File: src/rtl/multicycle_control.sv
// Multi-cycle RV32I control unit: sequences FETCH/DECODE/EXEC/MEM/WB, handshakes with
// instruction and data memory, flags illegal opcodes and data-memory timeouts.
module multicycle_control #(
    parameter int ALU_OP_W = 3,
    parameter int TIMEOUT  = 16,
    parameter int CNT_W    = 32
) (
    input  logic                clk,
    input  logic                reset,
    input  logic [31:0]         instruction_code,
    input  logic                imem_ready,
    input  logic                dmem_ready,
    output logic                imem_req,
    output logic                ir_write,
    output logic                pc_write,
    output logic                branch,
    output logic                jump,
    output logic                MemRead,
    output logic                MemWrite,
    output logic                MemtoReg,
    output logic                ALUSrc,
    output logic                RegWrite,
    output logic [ALU_OP_W-1:0] alu_op,
    output logic                illegal,
    output logic                bus_error,
    output logic                halted,
    output logic [CNT_W-1:0]    instr_count
);

    typedef enum logic [2:0] {
        S_FETCH, S_DECODE, S_EXEC, S_MEM, S_WB, S_HALT
    } state_t;

    typedef enum logic [3:0] {
        C_R, C_IALU, C_LOAD, C_STORE, C_BRANCH, C_JAL, C_JALR, C_LUI, C_AUIPC, C_ILLEGAL
    } class_t;

    typedef struct packed {
        logic       imem_req;
        logic       pc_write;
        logic       branch;
        logic       jump;
        logic       mem_read;
        logic       mem_write;
        logic       mem_to_reg;
        logic       alu_src;
        logic       reg_write;
        logic [2:0] alu_op;
        logic       halted;
    } ctrl_t;

    localparam int TMO_W = (TIMEOUT < 2) ? 1 : $clog2(TIMEOUT);
    localparam logic [TMO_W-1:0] TMO_LAST = TMO_W'(TIMEOUT - 1);

    function automatic class_t classify(input logic [6:0] op);
        case (op)
            7'b0110011: classify = C_R;
            7'b0010011: classify = C_IALU;
            7'b0000011: classify = C_LOAD;
            7'b0100011: classify = C_STORE;
            7'b1100011: classify = C_BRANCH;
            7'b1101111: classify = C_JAL;
            7'b1100111: classify = C_JALR;
            7'b0110111: classify = C_LUI;
            7'b0010111: classify = C_AUIPC;
            default:    classify = C_ILLEGAL;
        endcase
    endfunction

    // Control word for a given state/class; registered against the next state so the
    // outputs line up with the state register without any input-to-output path.
    function automatic ctrl_t ctrl_for(input state_t s, input class_t c);
        ctrl_t r;
        r = '0;
        case (s)
            S_FETCH: r.imem_req = 1'b1;
            S_EXEC: begin
                case (c)
                    C_BRANCH: r.alu_op = 3'b001;
                    C_R:      r.alu_op = 3'b010;
                    C_IALU:   r.alu_op = 3'b011;
                    C_LUI:    r.alu_op = 3'b100;
                    default:  r.alu_op = 3'b000;
                endcase
                r.alu_src = (c == C_IALU) || (c == C_LOAD) || (c == C_STORE) ||
                            (c == C_JALR) || (c == C_LUI)  || (c == C_AUIPC);
                r.branch   = (c == C_BRANCH);
                r.jump     = (c == C_JAL) || (c == C_JALR);
                r.pc_write = (c == C_JAL) || (c == C_JALR);
            end
            S_MEM: begin
                r.alu_src   = 1'b1;
                r.mem_read  = (c == C_LOAD);
                r.mem_write = (c == C_STORE);
            end
            S_WB: begin
                r.reg_write  = 1'b1;
                r.mem_to_reg = (c == C_LOAD);
                r.pc_write   = !((c == C_JAL) || (c == C_JALR));
            end
            S_HALT: r.halted = 1'b1;
            default: r = '0;
        endcase
        return r;
    endfunction

    state_t            state_reg, state_next;
    logic [6:0]        opcode_reg, opcode_next;
    logic [TMO_W-1:0]  tmo_reg, tmo_next;
    logic              illegal_reg, illegal_next;
    logic              bus_error_reg, bus_error_next;
    logic [CNT_W-1:0]  count_reg;
    logic              retire;
    ctrl_t             ctrl_reg;
    class_t            cls;
    logic              unused_instr_bits;

    assign cls               = classify(opcode_reg);
    assign unused_instr_bits = ^instruction_code[31:7];

    always_comb begin
        state_next     = state_reg;
        opcode_next    = opcode_reg;
        tmo_next       = tmo_reg;
        illegal_next   = illegal_reg;
        bus_error_next = bus_error_reg;
        retire         = 1'b0;
        case (state_reg)
            S_FETCH: begin
                if (imem_ready) begin
                    opcode_next = instruction_code[6:0];
                    state_next  = S_DECODE;
                end
            end
            S_DECODE: begin
                if (cls == C_ILLEGAL) begin
                    illegal_next = 1'b1;
                    state_next   = S_HALT;
                end else begin
                    state_next = S_EXEC;
                end
            end
            S_EXEC: begin
                case (cls)
                    C_BRANCH: begin
                        state_next = S_FETCH;
                        retire     = 1'b1;
                    end
                    C_LOAD, C_STORE: state_next = S_MEM;
                    default:         state_next = S_WB;
                endcase
            end
            S_MEM: begin
                if (dmem_ready) begin
                    tmo_next = '0;
                    if (cls == C_STORE) begin
                        state_next = S_FETCH;
                        retire     = 1'b1;
                    end else begin
                        state_next = S_WB;
                    end
                end else if (tmo_reg == TMO_LAST) begin
                    tmo_next       = '0;
                    bus_error_next = 1'b1;
                    state_next     = S_HALT;
                end else begin
                    tmo_next = tmo_reg + 1'b1;
                end
            end
            S_WB: begin
                state_next = S_FETCH;
                retire     = 1'b1;
            end
            S_HALT:  state_next = S_HALT;
            default: state_next = S_FETCH;
        endcase
    end

    always_ff @(posedge clk or posedge reset) begin
        if (reset) begin
            state_reg     <= S_FETCH;
            opcode_reg    <= '0;
            tmo_reg       <= '0;
            illegal_reg   <= 1'b0;
            bus_error_reg <= 1'b0;
            count_reg     <= '0;
            ctrl_reg      <= ctrl_for(S_FETCH, C_ILLEGAL);
        end else begin
            state_reg     <= state_next;
            opcode_reg    <= opcode_next;
            tmo_reg       <= tmo_next;
            illegal_reg   <= illegal_next;
            bus_error_reg <= bus_error_next;
            if (retire) begin
                count_reg <= count_reg + 1'b1;
            end
            ctrl_reg      <= ctrl_for(state_next, classify(opcode_next));
        end
    end

    // The IR load strobe must coincide with imem data, so it is the one output qualified
    // by an input; reset masks it so no strobe fires while reset is held.
    assign ir_write    = (state_reg == S_FETCH) && imem_ready && !reset;
    assign imem_req    = ctrl_reg.imem_req;
    assign pc_write    = ctrl_reg.pc_write;
    assign branch      = ctrl_reg.branch;
    assign jump        = ctrl_reg.jump;
    assign MemRead     = ctrl_reg.mem_read;
    assign MemWrite    = ctrl_reg.mem_write;
    assign MemtoReg    = ctrl_reg.mem_to_reg;
    assign ALUSrc      = ctrl_reg.alu_src;
    assign RegWrite    = ctrl_reg.reg_write;
    assign alu_op      = ALU_OP_W'(ctrl_reg.alu_op);
    assign halted      = ctrl_reg.halted;
    assign illegal     = illegal_reg;
    assign bus_error   = bus_error_reg;
    assign instr_count = count_reg;

endmodule
File: config.mk
export PLATFORM = sky130hd
export DESIGN_NAME = multicycle_control
export DESIGN_NICKNAME = d
export VERILOG_FILES = /design/src/rtl/multicycle_control.sv
export SDC_FILE = /design/constraint.sdc
export NUM_CORES = 1
export LEC_CHECK = 0
export ABC_AREA = 0
export CAP_MARGIN = 15
export CELL_PAD_IN_SITES_DETAIL_PLACEMENT = 0
export CELL_PAD_IN_SITES_GLOBAL_PLACEMENT = 1
export CORE_MARGIN = 3
export CORE_UTILIZATION = 40
export CTS_BUF_LIST = sky130_fd_sc_hd__clkbuf_16
export DETAILED_ROUTE_END_ITERATION = 7
export GPL_TIMING_DRIVEN = 0
export PLACE_DENSITY_LB_ADDON = 0.12
export SETUP_SLACK_MARGIN = 0.5
export SYNTH_ARGS = -nofsm -noshare
export SYNTH_HDL_FRONTEND = slang
export SYNTH_SLANG_ARGS = --single-unit
File: constraint.sdc
create_clock -name clk -period 6.3 [get_ports clk]
set_input_delay 1.26 -clock clk [delete_from_list [all_inputs] [get_ports clk]]
set_output_delay 1.26 -clock clk [all_outputs]
set_load 0.005 [all_outputs]
==> run summary <==
Detail-routed via count per cell: 5.37
Min-Delay Path Class: reg2reg
First-pass GRT wire length: 13900 microns
WL met2: 3680 microns
R2r startpoint: state_reg[1]
Internal power: 1010 uW
WL final: 8240 microns
Met3 Wirelength: 406 microns
CP max-delay cell: clkdlybuf4s50_1
CTS clock-pin slew for the worst setup and hold paths: 0.05 ns
Final Cycle Share: 0.751
Cell count after synthesis: 349
RSZ-0062 raised after global routing: no
GRT Total Usage: 0.178
Clock Path Buffers: 2
Min cycle time layout: 4.73 ns
Clk sinks: 61
Yosys top cell by area: dfrtp_1
Number of placement rows: 32
Setup crit end: ir_write
Synth Register Bits: 61
Unique masters post-synth: 57
Post-synth EDFFs: 0
Floorplan core area: 7930 sq um
Nets: 455
Top_reg_cell synth: dfrtp_1
Clock share of power: 0.305
Switch share: 0.371
Initial core utilization: 0.425
Max FFs per register: 32
WP data required: 5.04 ns
Reg power frac: 0.335
Layout cell share with drive strength beyond 1: 0.104
CP Cell Sequence: clkdlybuf4s50_1, or4b_1, clkbuf_1, clkbuf_1, nor2_1, clkdlybuf4s50_1
DRT iter0 DRCs: 111
Drt first pass iters: 4
Worst setup EP type: output pin
Worst Tran Pin Value: 0.557 ns
Largest net degree at the start of global routing: 43
Leak Pwr: 0.00176 uW
Fin. Hold Viols: 0
Die Height: 97.7 microns
Combinational power share: 0.360
H-Tree Depth: 3
Area Growth Syn to Fin: 30.0%
Clock buffer count from CTS: 9
Root Driver: clkbuf_16
Routed length on met1: 4010 microns
Initial antenna violation count: 0
Detailed Place HPWL: 5930 microns
Synth Warn #: 0
WP data arrival: 3.47 ns
TritonCTS clock tree: yes
Hold buffers post-CTS: 0
NetSw: 597 uW
Reg-to-reg critical path endpoint: MemRead
Worst-skew pair later-pin latency: 0.33 ns
Status: finished, final reports clean
Gpl congestion: 0.853
CTS-repair resized insts: 0
Diode count: 0
DRC: 0
Vias post-DR: 2814
Worst slew margin: 0.618
Crit Path Max Fanout: 10
CP Launch Point: imem_ready
Startpoint Class: input port
Final WS setup: 1.57 ns
CP Depth: 6
Yosys top cell area share: 0.446
Critical path class: in2out
IO Port Bufs: 56
Main area contributors after synthesis: dfrtp_1 45%, xor2_1 7.3%, nand2_1 3.9%, nor2_1 3.3%, a21oi_1 1.9%
Max-cap violation count: 0
Max Slew Vio Count: 0
Area of the mapped netlist: 3370 sq um
Async S/R FF share, synth: 1.00
Critical path's largest stage delay: 0.51 ns
FMAX: 0.211 GHz
Setup Buffers After CTS: 0
Total Neg Setup Slack: 0 ns
Seq/Total Area, Yosys: 0.454
Cell family with most CP delay: buffers and inverters
Power Dens Cells: 368 nW/um^2
Synthesized area per cell: 9.65 sq um
Highest-count cells in the layout ignoring fill and taps: 60 x dfrtp_1, 56 x clkdlybuf4s50_1, 35 x nand2_1
Uppermost layer routed: met4
Die width: 97.7 microns
Worst Clk Skew: 0.00712 ns
WL per Instance: 15.7 microns
Worst R2R Setup Slack: 3.69 ns
Post-Syn Nets: 387
Post-DRT Antenna Nets: 0
Crit path buf inv count: 4
Remaining Overflow, GRT: 0
Final Setup Violations: 0
Worst vdd ir: 0.201 mV
Path depth of the worst reg2reg path: 7
Vias in the first global route: 2726
Die area: 9550 sq um
Worst slack at placement: 1.60 ns
Commonest non-fill, non-tap cell in the layout: dfrtp_1
Io pins: 84
-- power by group through the flow --
stage	Sequential (uW)	Clock, uW	Combinational (uW)
2_1_floorplan	530	0	394
3_3_place_gp	545	0	569
3_5_place_dp	545	0	573
4_1_cts	540	502	579
5_1_grt	550	516	648
6_report	540	491	581
-- layer usage --
metal,up-vias,global-route usage
li1,1390,-
met1,1342,0.257
met2,70,0.260
met3,12,0.0464
met4,0,0.0564
met5,-,0
-- final cells by class --
cell class	count	area (sq um)
Sequential cell	61	1530
Timing Repair Buffer	57	581
Multi-Input combinational cell	259	1720
Buffer	19	82.6
Clock buffer	9	225
Clock inverter	7	76.3
Fill cell	703	3550
Inverter	10	37.5
Tap cell	102	128
-- worst register-to-register path, delay by kind of cell, from the launching register on --
kind | cells | cell delay [ns]
compound gates | 2 | 0.42
simple gates | 3 | 0.96
flops | 1 | 0.36
mux | 1 | 0.57
buf+inv | 1 | 0.19
-- synthesized netlist by cell type (all sizes together), types with 6 or more instances --
master / instances
dfrtp: 60
nand2: 35
nor2: 30
xor2: 28
clkbuf: 15
a21oi: 13
nand3: 11
nor4: 11
inv: 10
nor3: 10
o21ai: 10
nand2b: 8
nand4: 8
nor4b: 8
xnor2: 7
nand3b: 6
or2: 6
-- how the worst min path moves through the flow --
stage / start / slack [ns] / depth (start not counted) / end
2_1_floorplan: bus_error / 0.46 / 1 / bus_error
3_3_place_gp: bus_error / 0.45 / 1 / bus_error
3_5_place_dp: illegal / 0.46 / 1 / illegal
4_1_cts: illegal / 0.47 / 1 / illegal
5_1_grt: bus_error / 0.49 / 1 / bus_error
6_report: illegal / 0.47 / 1 / illegal
-- logic make-up after synthesis --
kind of cell / after synthesis / share of synthesized area
AND/OR/NAND/NOR: 156 / 0.269
adder cells (fa/ha/maj): 2 / 0.00743
flip-flops: 61 / 0.454
AO/OA/AOI/OAI: 57 / 0.114
XOR/XNOR: 35 / 0.0910
buffers and inverters: 29 / 0.0357
multiplexers: 9 / 0.0282
-- metrics by stage --
stage                     power [uW]  cells  utilization  hold slack (ns)  area [sq um]
after floorplan                  924    349            -            0.460          3370
after detailed placement        1120    508        0.514            0.461          4080
final                           1610    524        0.552            0.466          4380
after global placement          1110    507        0.512            0.450          4060
after CTS                       1620    524        0.552            0.474          4380
after global routing            1710    524        0.552            0.492          4380
No activity file was read; power rests on OpenSTA's default activity.
